**src/rtl/aes_pkg.sv**
```systemverilog
// Shared AES definitions: key/word widths, round count, GF(2^8) doubling
// and the key-schedule state encoding.
package aes_pkg;

  localparam int AES_KEY_W  = 128;
  localparam int AES_WORD_W = 32;
  localparam int AES_NR     = 10;

  typedef enum logic {
    IDLE,
    EMIT
  } ke_state_t;

  // Multiply by x in GF(2^8) modulo x^8+x^4+x^3+x+1.
  function automatic logic [7:0] xtime(input logic [7:0] b);
    return {b[6:0], 1'b0} ^ (b[7] ? 8'h1b : 8'h00);
  endfunction

endpackage

```
**src/rtl/aes_sbox.sv**
```systemverilog
// AES forward S-box as a combinational 256-entry lookup.
// Shared by the key schedule and the byte_sub datapath.
module aes_sbox
  import aes_pkg::*;
(
  input  logic [7:0] x,
  output logic [7:0] y
);

  // Entry 0 sits in the top byte so the table reads in natural order.
  localparam logic [2047:0] SBOX = {
    128'h637c777bf26b6fc53001672bfed7ab76,
    128'hca82c97dfa5947f0add4a2af9ca472c0,
    128'hb7fd9326363ff7cc34a5e5f171d83115,
    128'h04c723c31896059a071280e2eb27b275,
    128'h09832c1a1b6e5aa0523bd6b329e32f84,
    128'h53d100ed20fcb15b6acbbe394a4c58cf,
    128'hd0efaafb434d338545f9027f503c9fa8,
    128'h51a3408f929d38f5bcb6da2110fff3d2,
    128'hcd0c13ec5f974417c4a77e3d645d1973,
    128'h60814fdc222a908846eeb814de5e0bdb,
    128'he0323a0a4906245cc2d3ac629195e479,
    128'he7c8376d8dd54ea96c56f4ea657aae08,
    128'hba78252e1ca6b4c6e8dd741f4bbd8b8a,
    128'h703eb5664803f60e613557b986c11d9e,
    128'he1f8981169d98e949b1e87e9ce5528df,
    128'h8ca1890dbfe6426841992d0fb054bb16
  };

  logic [10:0] base;

  assign base = 11'd2047 - {x, 3'b000};
  assign y    = SBOX[base -: 8];

endmodule

```
**src/rtl/key_expand.sv**
```systemverilog
// AES-128 key schedule: streams round keys 0..10 one per handshake,
// computing each next key from the current one in a single cycle.
//
// state | meaning
// IDLE  | key_ready=1, waiting for key_load
// EMIT  | rk_valid=1, presenting round key rk_idx until rk_ready
module key_expand
  import aes_pkg::*;
#(
  parameter int NUM_ROUNDS = AES_NR
) (
  input  logic                 clk,
  input  logic                 rst,
  input  logic [AES_KEY_W-1:0] key_in,
  input  logic                 key_load,
  output logic                 key_ready,
  output logic [AES_KEY_W-1:0] rk_out,
  output logic [3:0]           rk_idx,
  output logic                 rk_last,
  output logic                 rk_valid,
  input  logic                 rk_ready
);

  localparam logic [3:0] LAST_IDX = 4'(NUM_ROUNDS);

  ke_state_t state_q, state_d;

  logic [AES_KEY_W-1:0]  key_q, key_d;
  logic [3:0]            idx_q, idx_d;
  logic [7:0]            rcon_q, rcon_d;

  logic [AES_WORD_W-1:0] w0, w1, w2, w3;
  logic [AES_WORD_W-1:0] rot_w3, sub_w3, t;
  logic [AES_WORD_W-1:0] n0, n1, n2, n3;

  assign {w0, w1, w2, w3} = key_q;
  assign rot_w3 = {w3[23:0], w3[31:24]};

  genvar g;
  generate
    for (g = 0; g < 4; g++) begin : g_sbox
      aes_sbox u_sbox (
        .x (rot_w3[8*g +: 8]),
        .y (sub_w3[8*g +: 8])
      );
    end
  endgenerate

  assign t  = sub_w3 ^ {rcon_q, 24'h0};
  assign n0 = w0 ^ t;
  assign n1 = w1 ^ n0;
  assign n2 = w2 ^ n1;
  assign n3 = w3 ^ n2;

  assign key_ready = (state_q == IDLE);
  assign rk_valid  = (state_q == EMIT);
  assign rk_out    = key_q;
  assign rk_idx    = idx_q;
  assign rk_last   = rk_valid && (idx_q == LAST_IDX);

  always_ff @(posedge clk) begin
    if (rst) begin
      state_q <= IDLE;
      key_q   <= '0;
      idx_q   <= '0;
      rcon_q  <= 8'h01;
    end else begin
      state_q <= state_d;
      key_q   <= key_d;
      idx_q   <= idx_d;
      rcon_q  <= rcon_d;
    end
  end

  always_comb begin
    state_d = state_q;
    key_d   = key_q;
    idx_d   = idx_q;
    rcon_d  = rcon_q;
    case (state_q)
      IDLE: begin
        if (key_load) begin
          key_d   = key_in;
          idx_d   = '0;
          rcon_d  = 8'h01;
          state_d = EMIT;
        end
      end
      EMIT: begin
        if (rk_ready) begin
          if (idx_q == LAST_IDX) begin
            state_d = IDLE;
          end else begin
            key_d  = {n0, n1, n2, n3};
            idx_d  = idx_q + 4'd1;
            rcon_d = xtime(rcon_q);
          end
        end
      end
      default: state_d = IDLE;
    endcase
  end

endmodule

```
**config.mk**
```make
export PLATFORM = sky130hd
export DESIGN_NAME = key_expand
export DESIGN_NICKNAME = d
export VERILOG_FILES = /design/src/rtl/aes_pkg.sv /design/src/rtl/aes_sbox.sv /design/src/rtl/key_expand.sv
export SDC_FILE = /design/constraint.sdc
export NUM_CORES = 1
export LEC_CHECK = 0
export BUFFER_PORTS_ARGS = -buffer_cell sky130_fd_sc_hd__buf_2
export CORE_ASPECT_RATIO = 1.5
export CORE_MARGIN = 2
export CORE_UTILIZATION = 35
export DETAILED_ROUTE_END_ITERATION = 8
export PLACE_DENSITY_LB_ADDON = 0.08
export SYNTH_ARGS = -nofsm -noshare
export SYNTH_HDL_FRONTEND = slang
export SYNTH_SLANG_ARGS = --single-unit
export TNS_END_PERCENT = 5
```
**constraint.sdc**
```tcl
create_clock -name clk -period 4.9 [get_ports clk]
set_clock_uncertainty 0.05 [all_clocks]
set_input_delay 0.98 -clock clk [delete_from_list [all_inputs] [get_ports clk]]
set_output_delay 0.98 -clock clk [all_outputs]
set_load 0.01 [all_outputs]
```
## After elaboration in Yosys (flattened, before gate mapping)

Cells that the tools add are included.

- Add/sub/neg operators: 5
- Multiplexer cells: 17
- Eq/ne operators: 4
- Reductions and logical operators: 2
- Shift-type cells: 4
- Bitwise operators: 7

Operators with widths:

| kind | count |
|---|---|
| $shiftx A2055 B12 Y8 const A | 4 |
| $mux W128 | 3 |
| $pmux W128 S2 | 1 |
| $xor A32 B32 Y32 | 5 |
| $sub A11 B11 Y11 const A | 4 |
| $mux W8 | 3 |
| $pmux W8 S2 | 1 |
| $mux W4 | 3 |
| $pmux W4 S2 | 1 |
| $xor A8 B5 Y8 | 1 |
| $ne A2 B2 Y1 const B | 3 |
| $mux W5 | 1 |
| $add A4 B1 Y4 const B | 1 |
| $eq A4 B4 Y1 const B | 1 |
| $mux W1 | 3 |
| $reduce_and A3 Y1 | 1 |
| $pmux W1 S2 | 1 |
| $logic_and A1 B1 Y1 | 1 |
| $not A1 Y1 | 1 |

- Output and inout bits: 135
- Word-level logic and storage cells: 43
- Register bits: 141
- Bits of input ports: 132

## Depth between registers and ports, before layout

- Depth after elaboration: 10
- Depth in mapped cells: 15
- Mapped depth without buffers: 11

## Cells and area by module

A second synthesis with hierarchy kept.

- Cells, all modules: 3212
- Area, all modules: 22132.5 sq um

By module, submodules not included:

| module | seq. area each (sq um) | area each (sq um) | cells each | instances |
|---|---|---|---|---|
| aes_sbox | 0.0 | 3435.8 | 551 | 4 |
| key_expand | 2822.7 | 8389.3 | 1008 | 1 |

## Least setup slack after synthesis

No wires, ideal clock.

- Kind: register to register
- Start point: reg key_q[9], in the netlist rk_out[9]
- End point: reg key_q[20], in the netlist rk_out[20]
- Cell stages (with the launch flop): 15
- Path buffers: 3
- Setup time: 132 ps
- Data required time: 4718 ps
- Slack: 786 ps
- Clock period less this slack: 4114 ps
- Arrival: 3931 ps
- Cells stage by stage: dfxtp_1 clkbuf_1 clkbuf_1 inv_1 ha_1 clkbuf_1 nand2b_1 a21oi_1 o31a_1 mux4_2 a221oi_4 mux2_1 o22ai_1 a31oi_1 a21boi_1

- Longest elaborated chain between the ends: 10

RTL lines:

| what | RTL line | source |
|---|---|---|
| start, declared | key_expand.sv:28 | `logic [AES_KEY_W-1:0] key_q, key_d;` |
| start signal, assigned | key_expand.sv:69 | `key_q <= key_d;` |
| $sub A11 B11 Y11 | aes_sbox.sv:32 | `assign base = 11'd2047 - {x, 3'b000};` |
| $shiftx A2055 B12 Y8 | aes_sbox.sv:33 | `assign y = SBOX[base -: 8];` |
| $xor A32 B32 Y32 | key_expand.sv:49 | `assign t = sub_w3 ^ {rcon_q, 24'h0};` |
| $xor A32 B32 Y32 | key_expand.sv:50 | `assign n0 = w0 ^ t;` |
| $xor A32 B32 Y32 | key_expand.sv:51 | `assign n1 = w1 ^ n0;` |
| $xor A32 B32 Y32 | key_expand.sv:52 | `assign n2 = w2 ^ n1;` |
| $xor A32 B32 Y32 | key_expand.sv:53 | `assign n3 = w3 ^ n2;` |
| $mux W128 | key_expand.sv:91 | `if (idx_q == LAST_IDX) begin` |
| $mux W128 | key_expand.sv:90 | `if (rk_ready) begin` |
| $pmux W128 S2 | key_expand.sv:80 | `case (state_q)` |

No other way between the ends. The select of a mux whose other input is x is not followed.
A chain may end at the register's enable or synchronous reset.

## Final worst setup path

- Start point: reg key_q[8], in the netlist rk_out[8]
- End point: reg key_q[23], in the netlist rk_out[23]

The elaborated chain is that of the path after synthesis.

==> results.cfg <==
[clock_tree]
post_cts_resized = 0
clkLatencyLatePin_ps = 500
cts-root-buf = clkbuf_16
cts_made_buffers = 17
postCtsSetupBuffers = 0
postCtsHoldBufs = 0
cts_sinks = 141
cts_tree = built
cts.clk_slew.worst_paths_ps = 80
cts-htree-levels = 4
cts_buffer_depth = 2

[synth]
synth-edff-count = 0
syn-num-nets = 3472
synth_cell_types = 100
synth_ff_type = dfxtp_1
synth_most_common_cell = nand2_1
synth_cells = 3278
synth_commonest_cells = 280 x nand2_1, 247 x a21oi_1, 246 x o21ai_0, 237 x nor2_1, 222 x clkbuf_1
syn_area_um2 = 23000
ys_warn_count = 0
yosysTopAreaCell = dfxtp_1
syn_area_per_cell_um2 = 7.02
synth_top_cell_area_share = 0.123
synth-seq-area-share = 0.123
ys_top_cells_by_area = dfxtp_1 12%, mux4_2 5.9%, a21oi_1 5.4%, o21ai_0 5.3%, nand2_1 4.6%
async_reset_ff_frac = 0
ys_seq_elements = 141

[layout]
syn_to_final_growth_pct = 11.8
fin_util = 0.394
nets = 3519
fin_area_um2 = 25700
stdcell_count = 4227
drive_above_1_share = 0.185

[outcome]
status = complete, no violations

[critical_path]
timing.rr.start = rk_out[8]
crit_type = reg -> reg
arrival_ps = 4780
cp.required_ps = 5270
crit_path_max_fanout = 14
rrSetupSlack_ps = 490
r2r_cells = 12
crit_path_frequent_cell = a21oi_1
critPathLaunchType = flop
reg2reg_to = rk_out[23]
critPathSlowestCell = o32ai_1
crit_chain = clkinv_1 -> ha_1 -> nand2b_1 -> a21oi_1 -> o21ai_0 -> a311oi_1 -> o32ai_1 -> xnor2_1 -> buf_4 -> nor3_1 -> a31oi_1 -> a21oi_1
max_stage_delay_ps = 730
end_kind = flop

[grt]
grt_pass1_vias = 26900
grt_pass1_wl_mm = 185
grt_overflow = 0
antenna_found_initial = 18
grt_use_total = 0.362
grt_max_degree = 129

[die]
dieArea_um2 = 67900
rows = 115
io_pins = 267
die_y_um = 318
die_width_um = 213
core_um2 = 65300
start_util = 0.352

[pwr]
switching_share = 0.549
power_frac_clock = 0.117
pwr-share-seq = 0.146
power.internal_uw = 5920
power_density_nw_per_um2 = 511
p_leak_uw = 0.00957
finalPower_uw = 13100
irDropWorstVdd_mv = 0.233
p_switching_uw = 7220
power_frac_comb = 0.738

[detailed_routing]
wl_per_cell_um = 29.8
drc = 0
vias_per_cell = 6.78
drt_first_pass_iters = 6
num_vias = 28600
wl_mm = 126
ant_nets = 0
drtIter0Drc = 4062

[placed_design]
gp_congestion = 1.04
post_dp_cell_area_um2 = 25100
place_hpwl_mm = 90.7
placedCellCount = 4183
port_buffers = 266

[sta]
finalMaxSlewViolations = 0
tns_ps = 0
setup_viol = 0
period_share = 0.899
worst_pin_slew_ps = 1170
hold_violations = 0
rsz0062_at_grt = false
max-slew-margin-rel = 0.209
period_minus_slack_ps = 4410
fmax_mhz = 227

[flow_run]
maxCapViolCount = 0

[hold_path]
min_from = rcon_q[1]
hold_depth = 2
hold_end = rcon_q[2]
hp-class = reg -> reg
## how the worst max path moves through the flow
stage	from	endpoint	slack [ps]	depth (start not counted)
2_1_floorplan	rk_out[9]	rk_out[20]	790	14
3_3_place_gp	rk_out[25]	rk_out[5]	610	12
3_5_place_dp	rk_out[25]	rk_out[5]	650	12
4_1_cts	rk_out[25]	rk_out[5]	640	12
5_1_grt	rk_out[17]	rk_out[26]	350	12
6_report	rk_out[8]	rk_out[23]	490	12
## power groups by stage
stage	registers [uW]	clock network (uW)	logic (uW)
6_report	1910	1530	9700
5_1_grt	1960	1600	10200
4_1_cts	1890	1560	9380
3_5_place_dp	1920	0	9340
3_3_place_gp	1910	0	9400
2_1_floorplan	1620	0	6460
## worst max-delay path, delay by kind of cell (launching register included)
kind                       cells  cell delay, ps
and+or+nand+nor                2             690
AOI/OAI and AO/OA              6            1950
xor gates and xnor gates       1             220
adders and majority gates      1             620
buffers and inverters          2             450
DFF                            1             340
## per-layer routing
layer	global-route usage	vias to the layer above	wire [um]
met5	0	-	39
met4	0.240	6	9840
met3	0.0552	450	10400
met2	0.595	1941	59800
met1	0.431	13800	46100
li1	-	12500	-
## cell usage in the layout (no fill, tap or decap), types with 28 or more instances in the layout
cell type | synthesis | routed
mux4_2 | 60 | 60
nor3_1 | 106 | 106
nand2b_1 | 75 | 75
buf_2 | 117 | 265
and2_1 | 30 | 30
o31ai_1 | 36 | 36
a21oi_1 | 247 | 247
o22ai_1 | 28 | 28
buf_4 | 13 | 152
o211ai_1 | 58 | 58
a311oi_1 | 41 | 41
ha_1 | 62 | 62
xor2_1 | 47 | 47
xnor2_1 | 69 | 69
dfxtp_1 | 141 | 125
o21ai_0 | 246 | 246
nor2_1 | 237 | 235
nand3_1 | 115 | 115
o311ai_0 | 38 | 38
a31oi_1 | 89 | 89
a211oi_1 | 73 | 73
mux2i_1 | 50 | 50
nor2b_1 | 110 | 109
and3_1 | 30 | 30
inv_1 | 55 | 53
or3_1 | 36 | 36
nand2_1 | 280 | 278
## final cells by class
class	instances	area (um2)
Fill cell	7007	39600
Multi-Input combinational cell	2681	18300
Sequential cell	141	2870
Timing Repair Buffer	423	2580
Tap cell	877	1100
Clock buffer	24	524
Inverter	61	236
Clock inverter	8	123
Antenna cell	12	30.0
## registers in the layout, summed over array words and instances (netlist names)
| signal | count |
|---|---|
| rk_idx | 4 |
| rk_valid | 1 |
| rk_out | 128 |
| rcon_q | 8 |
## cell families (layout without fill, tap and decap cells)
group | Yosys count | count (layout) | share of synthesized area
AOI/OAI and AO/OA | 1177 | 1177 | 0.349
and+or+nand+nor | 1170 | 1170 | 0.256
buffers and inverters | 456 | 516 | 0.0844
DFF | 141 | 141 | 0.123
muxes | 138 | 138 | 0.0944
xor gates and xnor gates | 132 | 132 | 0.0589
adders and majority gates | 64 | 64 | 0.0346
other | 0 | 12 | 0
## through the flow
stage / setup WS [ps] / hold WS [ps]
4_1_cts: 645 / 444
2_1_floorplan: 786 / 407
5_1_grt: 348 / 464
6_report: 495 / 445
3_3_place_gp: 615 / 434
3_5_place_dp: 655 / 435
Note: power is estimated with default switching activity, not from simulation.
